File: src/rtl/pma_lock_seq.sv
// Purpose: PLL/PMA lock sequencer: pulses the PLL reset, waits for lock, and releases the PMA once lock is stable.
// Latency: pll_locked is seen 2 cycles late (synchroniser); all outputs are registered (1 cycle after a decision).
// Backpressure: none; restart is a single-cycle request that is always accepted on the next edge.
//
// Ports:
//   clk_in      free-running reference clock, the only clock
//   reset_n     asynchronous active-low reset
//   pll_locked  PLL lock flag, asynchronous to clk_in
//   restart     synchronous single-cycle request to restart the sequence
//   pll_reset   active-high reset to the PLL (high in PRST and FAULT)
//   pma_reset   active-high reset to downstream PMA logic (low only in READY)
//   ready       sequence complete and lock stable
//   fault       lock retries exhausted; held until restart or reset_n
//   retry_count lock timeouts since the last entry to READY

module pma_lock_seq #(
    parameter int unsigned RESET_CYCLES = 16,
    parameter int unsigned LOCK_TIMEOUT = 100000,
    parameter int unsigned LOCK_STABLE  = 1024,
    parameter int unsigned MAX_RETRIES  = 7
) (
    input  logic       clk_in,
    input  logic       reset_n,
    input  logic       pll_locked,
    input  logic       restart,
    output logic       pll_reset,
    output logic       pma_reset,
    output logic       ready,
    output logic       fault,
    output logic [3:0] retry_count
);

    // Terminal counts, expressed as the last counter value spent in a state.
    localparam logic [19:0] RST_LAST  = 20'(RESET_CYCLES - 1);
    localparam logic [19:0] TO_LAST   = 20'(LOCK_TIMEOUT - 1);
    localparam logic [19:0] STAB_LAST = 20'(LOCK_STABLE - 1);
    localparam logic [3:0]  RETRY_MAX = 4'(MAX_RETRIES);

    typedef enum logic [2:0] {
        ST_PRST  = 3'd0,
        ST_WAIT  = 3'd1,
        ST_STAB  = 3'd2,
        ST_READY = 3'd3,
        ST_FAULT = 3'd4
    } state_t;

    state_t      state;
    state_t      state_nxt;
    logic [19:0] cnt;
    logic [19:0] cnt_nxt;
    logic [19:0] cnt_inc;
    logic [3:0]  retry_nxt;
    logic        lk_meta;
    logic        lk_s;

    // ------------------------------------------------------------------
    // Two-flop synchroniser for the asynchronous lock flag.
    // ------------------------------------------------------------------
    always_ff @(posedge clk_in or negedge reset_n) begin
        if (!reset_n) begin
            lk_meta <= 1'b0;
            lk_s    <= 1'b0;
        end else begin
            lk_meta <= pll_locked;
            lk_s    <= lk_meta;
        end
    end

    // One shared counter serves the reset pulse, the lock timeout and the
    // stability window; every state change reloads it with zero, so each
    // state starts its own count. It holds at all-ones instead of wrapping.
    assign cnt_inc = (cnt == 20'hFFFFF) ? cnt : cnt + 20'd1;

    // ------------------------------------------------------------------
    // Next-state logic.
    // ------------------------------------------------------------------
    always_comb begin
        state_nxt = state;
        cnt_nxt   = cnt_inc;
        retry_nxt = retry_count;

        if (restart) begin
            // Restart overrides every other transition, including FAULT hold.
            state_nxt = ST_PRST;
            cnt_nxt   = 20'd0;
            retry_nxt = 4'd0;
        end else begin
            case (state)
                ST_PRST: begin
                    if (cnt >= RST_LAST) begin
                        state_nxt = ST_WAIT;
                        cnt_nxt   = 20'd0;
                    end
                end

                ST_WAIT: begin
                    if (lk_s) begin
                        state_nxt = ST_STAB;
                        cnt_nxt   = 20'd0;
                    end else if (cnt >= TO_LAST) begin
                        cnt_nxt = 20'd0;
                        if (retry_count < RETRY_MAX) begin
                            retry_nxt = retry_count + 4'd1;
                            state_nxt = ST_PRST;
                        end else begin
                            // Out of retries: the count stays at its maximum
                            // so software can see how far the sequence got.
                            state_nxt = ST_FAULT;
                        end
                    end
                end

                ST_STAB: begin
                    if (!lk_s) begin
                        // A lock drop here is a glitch, not a timeout: go
                        // back to waiting without charging a retry.
                        state_nxt = ST_WAIT;
                        cnt_nxt   = 20'd0;
                    end else if (cnt >= STAB_LAST) begin
                        state_nxt = ST_READY;
                        cnt_nxt   = 20'd0;
                        retry_nxt = 4'd0;
                    end
                end

                ST_READY: begin
                    cnt_nxt = 20'd0;
                    if (!lk_s) begin
                        state_nxt = ST_PRST;
                    end
                end

                ST_FAULT: begin
                    cnt_nxt = 20'd0;
                end

                default: begin
                    state_nxt = ST_PRST;
                    cnt_nxt   = 20'd0;
                    retry_nxt = 4'd0;
                end
            endcase
        end
    end

    // ------------------------------------------------------------------
    // State, counter and registered outputs. Outputs are decoded from the
    // next state so they change on the same edge as the state itself.
    // ------------------------------------------------------------------
    always_ff @(posedge clk_in or negedge reset_n) begin
        if (!reset_n) begin
            state       <= ST_PRST;
            cnt         <= 20'd0;
            retry_count <= 4'd0;
            pll_reset   <= 1'b1;
            pma_reset   <= 1'b1;
            ready       <= 1'b0;
            fault       <= 1'b0;
        end else begin
            state       <= state_nxt;
            cnt         <= cnt_nxt;
            retry_count <= retry_nxt;
            pll_reset   <= (state_nxt == ST_PRST) || (state_nxt == ST_FAULT);
            pma_reset   <= (state_nxt != ST_READY);
            ready       <= (state_nxt == ST_READY);
            fault       <= (state_nxt == ST_FAULT);
        end
    end

endmodule
File: config.mk
export PLATFORM = sky130hd
export DESIGN_NAME = pma_lock_seq
export DESIGN_NICKNAME = d
export VERILOG_FILES = /design/src/rtl/pma_lock_seq.sv
export SDC_FILE = /design/constraint.sdc
export NUM_CORES = 1
export LEC_CHECK = 0
export BUFFER_PORTS_ARGS = -buffer_cell sky130_fd_sc_hd__buf_2
export CORE_UTILIZATION = 54
export CTS_CLUSTER_DIAMETER = 100
export CTS_CLUSTER_SIZE = 16
export DETAILED_ROUTE_END_ITERATION = 8
export GPL_TIMING_DRIVEN = 1
export PLACE_DENSITY = 0.84
export SYNTH_ARGS = -nofsm -noshare
export SYNTH_HDL_FRONTEND = slang
export SYNTH_SLANG_ARGS = --single-unit
File: constraint.sdc
create_clock -name clk_in -period 2.2 [get_ports clk_in]
set_clock_uncertainty 0.15 [all_clocks]
set_input_delay 0.33 -clock clk_in [delete_from_list [all_inputs] [get_ports clk_in]]
set_output_delay 0.33 -clock clk_in [all_outputs]
set_load 0.02 [all_outputs]
==> results of run 1 <==
==> placed cells by master, fill, tap and decap left out, types with 7 or more instances in the layout <==
cell type,n
dfrtp_1,31
buf_2,11
xnor2_1,13
nor3_2,14
nor3_1,9
a211oi_1,7
nand3_1,15
nand2_1,8
buf_4,20
==> synth_stat cells, types with 2 or more instances <==
cell | instances | area, sq um
mux2i_1 | 2 | 20.0
nand2_1 | 9 | 33.8
o21a_1 | 2 | 15.0
ha_1 | 2 | 25.0
nand4_1 | 2 | 12.5
dfstp_2 | 2 | 52.6
or3_1 | 2 | 12.5
dfrtp_1 | 31 | 776
inv_1 | 4 | 15.0
or2_2 | 2 | 12.5
nor3_1 | 13 | 65.1
mux2_2 | 2 | 22.5
nor2_1 | 5 | 18.8
a211oi_1 | 8 | 60.1
nand3_1 | 15 | 75.1
a21oi_1 | 6 | 30.0
buf_2 | 2 | 10.0
a2111oi_0 | 4 | 35.0
nand2b_1 | 2 | 12.5
and3_1 | 2 | 12.5
nor3_2 | 10 | 100
nor4_1 | 3 | 18.8
xnor2_1 | 13 | 114
o21ai_0 | 6 | 30.0
==> area by class of cell <==
cell class	count	area, sq um
repair buffers	34	245
multi-input cells	136	1030
flip-flops and latches	33	828
clock inverters	1	5.00
fillers	223	888
well taps	44	55.1
clock buffers	7	65.1
inverters	4	15.0
==> state kept, by name, summed over array words and instances, names as in the netlist <==
| signal | count |
|---|---|
| retry_count | 4 |
| lk_s | 1 |
| cnt | 20 |
| lk_meta | 1 |
| state | 3 |
| fault | 1 |
| pma_reset | 1 |
| pll_reset | 1 |
| ready | 1 |
==> per-layer routing <==
metal | vias up | GRT usage, %
li1 | 737 | -
met3 | 15 | 8.23
met1 | 794 | 33.0
met4 | 0 | 10.6
met2 | 43 | 41.1
met5 | - | 0
==> logic make-up (layout without fill, tap and decap cells) <==
kind of cell	Yosys count	after routing	share of synthesized area, %
XOR/XNOR	14	14	6.68
multiplexers	4	4	2.32
adder cells (fa/ha/maj)	2	2	1.36
AO/OA/AOI/OAI	39	39	16.3
flip-flops	33	33	45.1
AND/OR/NAND/NOR	74	74	24.9
buffers and inverters	10	46	3.13
other	1	3	0.204
==> per-stage QoR <==
step	total power [uW]	worst slack [ps]	TNS (ps)	area (sq um)	utilization, %
CTS	1140	0.335	0	2180	69.8
global placement	743	-35.6	-379	2050	65.4
floorplan	710	68.1	0	1840	-
finish	1140	26.3	0	2240	71.6
global route	1190	-57.1	-608	2240	71.6
detailed placement	750	-93.2	-1020	2050	65.4
==> power groups by stage <==
stage / logic [uW] / clock network, uW / registers (uW)
6_report: 115 / 386 / 635
3_5_place_dp: 103 / 0 / 647
5_1_grt: 126 / 427 / 638
4_1_cts: 111 / 394 / 635
3_3_place_gp: 97.7 / 0 / 645
2_1_floorplan: 56.2 / 0 / 654
==> what timing repair did <==
item | CTS | global route
gates cloned | 0 | 0
pin swaps | 4 | 1
hold buffers | 2 | 0
setup buffers | 3 | 0
endpoints found under the setup margin | 19 | 22
hold endpoints to repair | 32 | 0
resized for setup | 2 | 15
==> worst max-delay path, delay by kind of cell, from the launching register on <==
kind                   cells  cell delay [ps]
buffers and inverters      1              180
DFF                        1              410
AOI/OAI and AO/OA          3              640
and+or+nand+nor            2              710
==> final timing paths <==
check,cells past startpoint,from,endpoint
max reg2reg,6,cnt[9],cnt[3]
min reg2reg,0,lk_meta,lk_s
max in group asynchronous,2,reset_n,cnt[16]
max,6,cnt[9],cnt[3]
min,2,restart,state[2]
min in group asynchronous,2,reset_n,cnt[9]
==> impl_results.md, run 1 <==
* Final instance count without filler cells at 259
* Vias in the first global route at 1492
* Final setup viols at 0
* Largest net degree at the start of global routing at 34
* Tightest Pin Transition at 701 ps
* DIE HEIGHT at 60.3 microns
* Worst-Skew Late Latency at 340 ps
* Outcome: finished clean
* Highest metal used: met4
* Horiz. Die Dim at 60.3 microns
* CTS clk-pin slew, worst paths at 100 ps
* Peak VDD IR at approximately 0.00037 V
* Placed cells at 246
* Vias at 1589
* Aggregate global routing overflow at 0
* Crit-path slowest cell: or4_4
* WHS at 38.3 ps
* Tmin final at 2170 ps
* CORE AREA at roughly 0.0031 sq mm
* Overall routing resource usage at 26.0%
* Routed length on met2 at between 2000 and 2500 microns
* Critical Path RT at between 2000 and 2500 ps
* FFs w/ async S/R, synth at 100%
* Cells after synthesis at 177
* Maximum clock frequency at 460 MHz
* CTS Buf Count at 5
* Synth Register Bits at 33
* Clk network pwr share at between 30% and 40%
* Nets at between 200 and 250
* Ys flop type: dfrtp_1
* Largest stage delay on the critical path at 540 ps
* Wire length per cell at 16.0 microns
* Via density at a little over 6
* Die ar. at 0.00364 sq mm
* Io pins at 12
* Area growth syn-to-layout at 21.9%
* Synth Cell Area at 0.00184 sq mm
* Crit-path cells: or4_4 -> a311o_1 -> a211oi_2 -> a31oi_4 -> buf_12 -> nor3_1
* CTS Sinks at 33
* Share of layout cells above drive strength 1 at between 30% and 40%
* PD cells at 508 mW/mm^2
* Drt first pass iters at 4
* Row cnt at 20
* Period utilization at 98.8%
* Startpoint Class: flop
* DRT iter0 DRCs at 66
* Detail Placement HPWL at 2820 microns
* ANT cells at 0
* First-pass GRT wire length at 6900 microns
* CP Capture Type: flop
* Tightest Hold Check Type: input pin to flop
* CTS tree: built
* Internal Pwr Total at 849 uW
* Final hold vios at 0
* H-tree depth at 2
* Seq/Total Area, Yosys at 45.1%
* Synthesized area per cell at slightly above 10 sq um
* RSZ-0062 raised after global routing: true
* EDFF count, synth at 0
* Logic gate share of total power at 10.2%
* Antenna violations before repair at 0
* Slew headroom at 53.3%
* DR WL met3 at 254 microns
* Final GP Congestion at 0.901
* Clk buf depth at 2
* P_leak at between 0.0008 and 0.0009 uW
* Number of buffers added on ports at 11
* Post-Route WL at 4150 microns
* Initial Util at 58.7%
* Crit Path Max Fanout at 17
* Worst Path Arrival at 2280 ps
* WL met1 at 1760 microns
* Final Max Tran Viols at 0
* Root buf cell: clkbuf_4
* R2R Setup Slk at approximately 26 ps
* Setup CP Type: flop to flop
* Drc violations at 0
* Max-cap check violation count at 0
* Yosys warning total at 0
* Switching Share at between 20 and 30%
* NetSw at 288 uW
* Unique masters post-synth at 52
* ANT nets after route at 0
* Sequential share of power at 55.9%
Power figures use the tool's default switching activity.
==> run 2: changes to the inputs <==
Settings changed: BUFFER_PORTS_ARGS -buffer_cell sky130_fd_sc_hd__buf_2 to -buffer_cell sky130_fd_sc_hd__clkbuf_2.
==> run 2 against run 1 <==
Effect of this change:
- first-iteration DRC count up 41%
- critical endpoint is now cnt[11]
- flip-flop and latch count did not move
- critical path type unchanged
- the flow now finishes with violations (setup timing)
- highest routed layer unchanged
- global-route usage rose by 0.41 points
==> impl_results.md, run 2 (synthesis results as in run 1) <==
* Outcome: finished, violations left
* Failing checks: setup timing
* First-pass GRT wire length at 6910 microns
* Power Total at 1140 uW
* Io pins at 12
* Antenna violations before repair at 0
* H-tree depth at 2
* Biggest regs: cnt (20), retry_count (4), state (3)
* Critical Path RT at 2270 ps
* Tmin final at 2240 ps
* ANT cells at 0
* Share of layout cells above drive strength 1 at 35.3%
* Final Core Density at 72.6%
* CTS clk-pin slew, worst paths at approximately 100 ps
* Commonest non-fill, non-tap cell in the layout: dfrtp_1
* Clk buf depth at 2
* Tightest Pin Transition at between 700 and 800 ps
* Crit-path slowest cell: a2111oi_0
* Clk network pwr share at between 30% and 40%
* Peak VDD IR at 0.000420 V
* Aggregate global routing overflow at 0
* Worst Path Arrival at 2300 ps
* Final hold vios at 0
* Drt first pass iters at 4
* Drc violations at 0
* Via density at 6.08
* CP Capture Type: flop
* Detail Placement HPWL at 2930 microns
* Final setup margin at -35.2 ps
* Die ar. at 0.00364 sq mm
* Commonest non-fill, non-tap cells in the layout: dfrtp_1, buf_4, nand3_1, xnor2_1, nor3_2
* Post-Route WL at 4310 microns
* CTS Sinks at 33
* Vias at 1592
* RSZ-0062 raised after global routing: true
* Max FFs per register at 20
* Crit-path cells: buf_4 -> and4_1 -> nand4_1 -> a2111oi_0 -> xnor2_1 -> nor3_2
* Final GP Congestion at 0.906
* Tightest Hold Check Type: input pin to flop
* DIE HEIGHT at 60.3 microns
* Slew headroom at 47.0%
* Placed cells at 246
* Final instance count without filler cells at 262
* DRT iter0 DRCs at between 90 and 100
* Crit Path Max Fanout at 5
* Maximum clock frequency at 447 MHz
* Startpoint Class: flop
* Number of buffers added on ports at 11
* Vias in the first global route at between 1.5k and 2k
* Root buf cell: clkbuf_4
* Worst-Skew Late Latency at 350 ps
* Fin area at around 0.0023 sq mm
* P_leak at around 0.0009 uW
* Period utilization at 102%
* Filler Cell Count at 210
* Internal Pwr Total at ~850 uW
* PD cells at a little over 500 mW/mm^2
* Largest stage delay on the critical path at 560 ps
* Sequential share of power at 55.6%
* ANT nets after route at 0
* Horiz. Die Dim at roughly 60 microns
* Wire length per cell at ~16 microns
* Area growth syn-to-layout at 23.6%
* Switching Share at 25.6%
* NetSw at roughly 300 uW
* WHS at approximately 34 ps
* Largest Register: cnt
* CTS Buf Count at 5
* Nets at approximately 220
* Row cnt at 20
* Initial Util at 58.7%
* CTS tree: built
* Logic gate share of total power at 10.2%
* Worst Path Buf+Inv at 1
* Overall routing resource usage at 26.5%
* DP Area at 0.00205 sq mm
* Max-cap check violation count at 0
* Largest net degree at the start of global routing at 34
* Setup CP Type: flop to flop
* Final Max Tran Viols at 0
* Final setup viols at 1
* CP top delay family: simple AND/OR/NAND/NOR gates
* CORE AREA at 0.00313 sq mm
-- run 2: changes by cell type in the layout (fill, tap and decap cells not counted), sizes merged --
cell / change
clkbuf: +11
buf: -8
-- run 2: area by class of cell --
class | count | area [sq um] | share of cell area (%)
multi-input combinational | 136 | 1030 | 45.5
clock inverter | 1 | 5.00 | 0.220
tap | 44 | 55.1 | 2.42
clock buffer | 7 | 65.1 | 2.87
sequential | 33 | 831 | 36.6
inverter | 4 | 15.0 | 0.661
timing repair buffer | 37 | 267 | 11.7
-- run 2: power groups by stage --
stage	sequential, uW	clock (uW)	combinational, uW
after floorplan	654	0	56.2
after global placement	646	0	97.5
after detailed placement	647	0	102
after CTS	635	399	111
after global routing	638	424	127
final	635	390	117
-- run 2: worst paths after layout --
check	from	end	slack, ps	cells past startpoint
max reg2reg	cnt[5]	cnt[11]	-40	6
max in group asynchronous	reset_n	cnt[10]	930	2
min	restart	state[2]	30	2
min reg2reg	lk_meta	lk_s	210	0
min in group asynchronous	reset_n	cnt[0]	430	2
max	cnt[5]	cnt[11]	-40	6
-- run 2: per-stage QoR --
stage | TNS, ps | worst slack, ps
3_3_place_gp | -336 | -33.0
6_report | -35.2 | -35.2
4_1_cts | -2.95 | -2.95
2_1_floorplan | 0 | 68.1
3_5_place_dp | -2210 | -162
5_1_grt | -603 | -98.5
-- run 2: timing repair --
action	4_1_cts	5_1_grt
gates resized for setup	5	16
pin swaps	4	3
endpoints found under the hold margin	32	0
buffers inserted	5	1
hold buffers	2	0
endpoints found under the setup margin	19	21
-- run 2: routing by layer --
metal | track usage [%] | share of wire [%]
met5 | 0 | 0
met3 | 5.19 | 4.9
met1 | 31.9 | 42
met4 | 15.3 | 2.4
met2 | 43.8 | 51
-- run 2: worst register-to-register path: cells and delay by family (launching register included) --
kind                      cells  cell delay [ps]
and+or+nand+nor               3              660
AOI/OAI and AO/OA             1              560
DFF                           1              380
xor gates and xnor gates      1              210
buffers and inverters         1              140
==> run 3: changes to the inputs <==
Settings changed: CORE_UTILIZATION 54 to 59, PLACE_DENSITY 0.84 to 0.87.
Clock period 2.2 ns to 2.55 ns, I/O delays scaled along.
==> run 3 against run 2 <==
Effect of this change:
- the run now ends clean
- clock power up 4%
- register-to-register slack better by 190 ps
- sequential share of layout area up 3.7 points
- global-route usage up 0.74 points
==> impl_results.md, run 3 (synthesis results as in run 1) <==
* Io pins at 12
* Worst-Skew Late Latency at 330 ps
* Tightest Hold Check Type: input pin to flop
* Final hold vios at 0
* Nets at 204
* Commonest non-fill, non-tap cells in the layout: dfrtp_1, nand3_1, nor3_1, xnor2_1, clkbuf_2
* Die ar. at 0.00334 sq mm
* Aggregate global routing overflow at 0
* Max-cap check violation count at 0
* Final Max Tran Viols at 0
* Initial Util at 64.4%
* Post-Route WL at approximately 4100 microns
* Overall routing resource usage at 27.2%
* Drc violations at 0
* Critical Path RT at 2610 ps
* Peak VDD IR at approximately 0.00032 V
* Wire length per cell at 17.6 microns
* Largest net degree at the start of global routing at 34
* Horiz. Die Dim at 57.8 microns
* Outcome: finished clean
* Maximum clock frequency at 418 MHz
* ANT nets after route at 0
* First-pass GRT wire length at 6800 microns
* Startpoint Class: flop
* Vias in the first global route at 1467
* P_leak at 0.000793 uW
* Clk buf depth at 2
* Drt first pass iters at 5
* Vias at 1530
* Row cnt at 19
* DIE HEIGHT at 57.8 microns
* Power Total at 1050 uW
* Commonest non-fill, non-tap cell in the layout: dfrtp_1
* Slew headroom at 47.0%
* Final setup viols at 0
* Setup CP Type: flop to flop
* RSZ-0062 raised after global routing: false
* Area growth syn-to-layout at 12.0%
* ANT cells at 0
* Largest Register: cnt
* CTS clk-pin slew, worst paths at roughly 100 ps
* Worst r2r path cells at 7
* CTS Sinks at 33
* Share of layout cells above drive strength 1 at between 20% and 30%
* Via density at 6.65
* Period utilization at 93.9%
* Root buf cell: clkbuf_4
* Postcts setup bufs at 0
* PD cells at 510 mW/mm^2
* WHS at between 100 and 150 ps
* Worst Path Arrival at 2450 ps
* Antenna violations before repair at 0
* Max FFs per register at 20
* Crit Path Max Fanout at 17
* Hold path depth at 2
* Biggest regs: cnt (20), retry_count (4), state (3)
* CP Capture Type: flop
* Number of buffers added on ports at 11
* Tmin final at between 2000 and 2500 ps
* CTS tree: built
* Final GP Congestion at 0.935
* Tightest Pin Transition at 794 ps
* CTS Buf Count at 5
* Fin Setup TNS at 0 ps
* CORE AREA at about 0.0029 sq mm
* H-tree depth at 2
* DRT iter0 DRCs at approximately 120
* Detail Placement HPWL at between 2000 and 3000 microns
* Filler Cell Count at roughly 200
## run 3: changes by cell type in the layout (fill, tap and decap cells not counted), sizes merged
cell    delta
buf       -19
clkinv     -1
bufinv     +1
## run 3: final cells by class
| cell class | instances | area [sq um] | area share, % |
|---|---|---|---|
| Multi-Input combinational cell | 136 | 965 | 46.9 |
| Clock buffer | 7 | 55.1 | 2.68 |
| Sequential cell | 33 | 828 | 40.3 |
| Tap cell | 31 | 38.8 | 1.89 |
| Inverter | 4 | 15.0 | 0.730 |
| Timing Repair Buffer | 18 | 125 | 6.08 |
| Clock inverter | 1 | 30.0 | 1.46 |
## run 3: per-layer routing
metal | global-route usage (%) | vias up | wire, microns
met5 | 0 | - | 0
met4 | 15.3 | 0 | 98
met3 | 6.25 | 12 | 301
met2 | 42.9 | 76 | 1990
met1 | 34.8 | 735 | 1670
li1 | - | 707 | -
## run 3: final timing paths
kind	start	end	slack, ps
max	cnt[0]	cnt[1]	160
min	restart	state[2]	100
max reg2reg	cnt[0]	cnt[1]	160
min reg2reg	lk_meta	lk_s	210
max in group asynchronous	reset_n	cnt[0]	1240
min in group asynchronous	reset_n	cnt[3]	510
## run 3: per-stage QoR
stage / std cells / setup WS [ps] / util [%] / instance area [sq um]
after floorplan: 179 / 418 / - / 1840
after global placement: 220 / 229 / 68.2 / 1950
after detailed placement: 220 / 152 / 68.2 / 1950
after CTS: 230 / 133 / 71.9 / 2050
after global routing: 230 / 28.1 / 72.1 / 2060
final: 230 / 155 / 72.1 / 2060
## run 3: critical path, stage by stage (launching register included)
cell,delay [ps]
dfrtp_1,400
ha_1,230
nand2_1,190
o311ai_0,660
a211oi_2,190
a31oi_4,200
buf_12,180
nor3_1,70
## run 3: timing repair
item	CTS	global route
hold buffers	2	0
setup endpoints to repair	0	2
gates resized for setup	0	1
hold endpoints to repair	32	0
## run 3: where the power goes
| group | internal [uW] | switching, uW |
|---|---|---|
| Clock | 234 | 173 |
| Sequential | 537 | 12.6 |
| Combinational | 30.5 | 60.4 |
| Total | 802 | 246 |
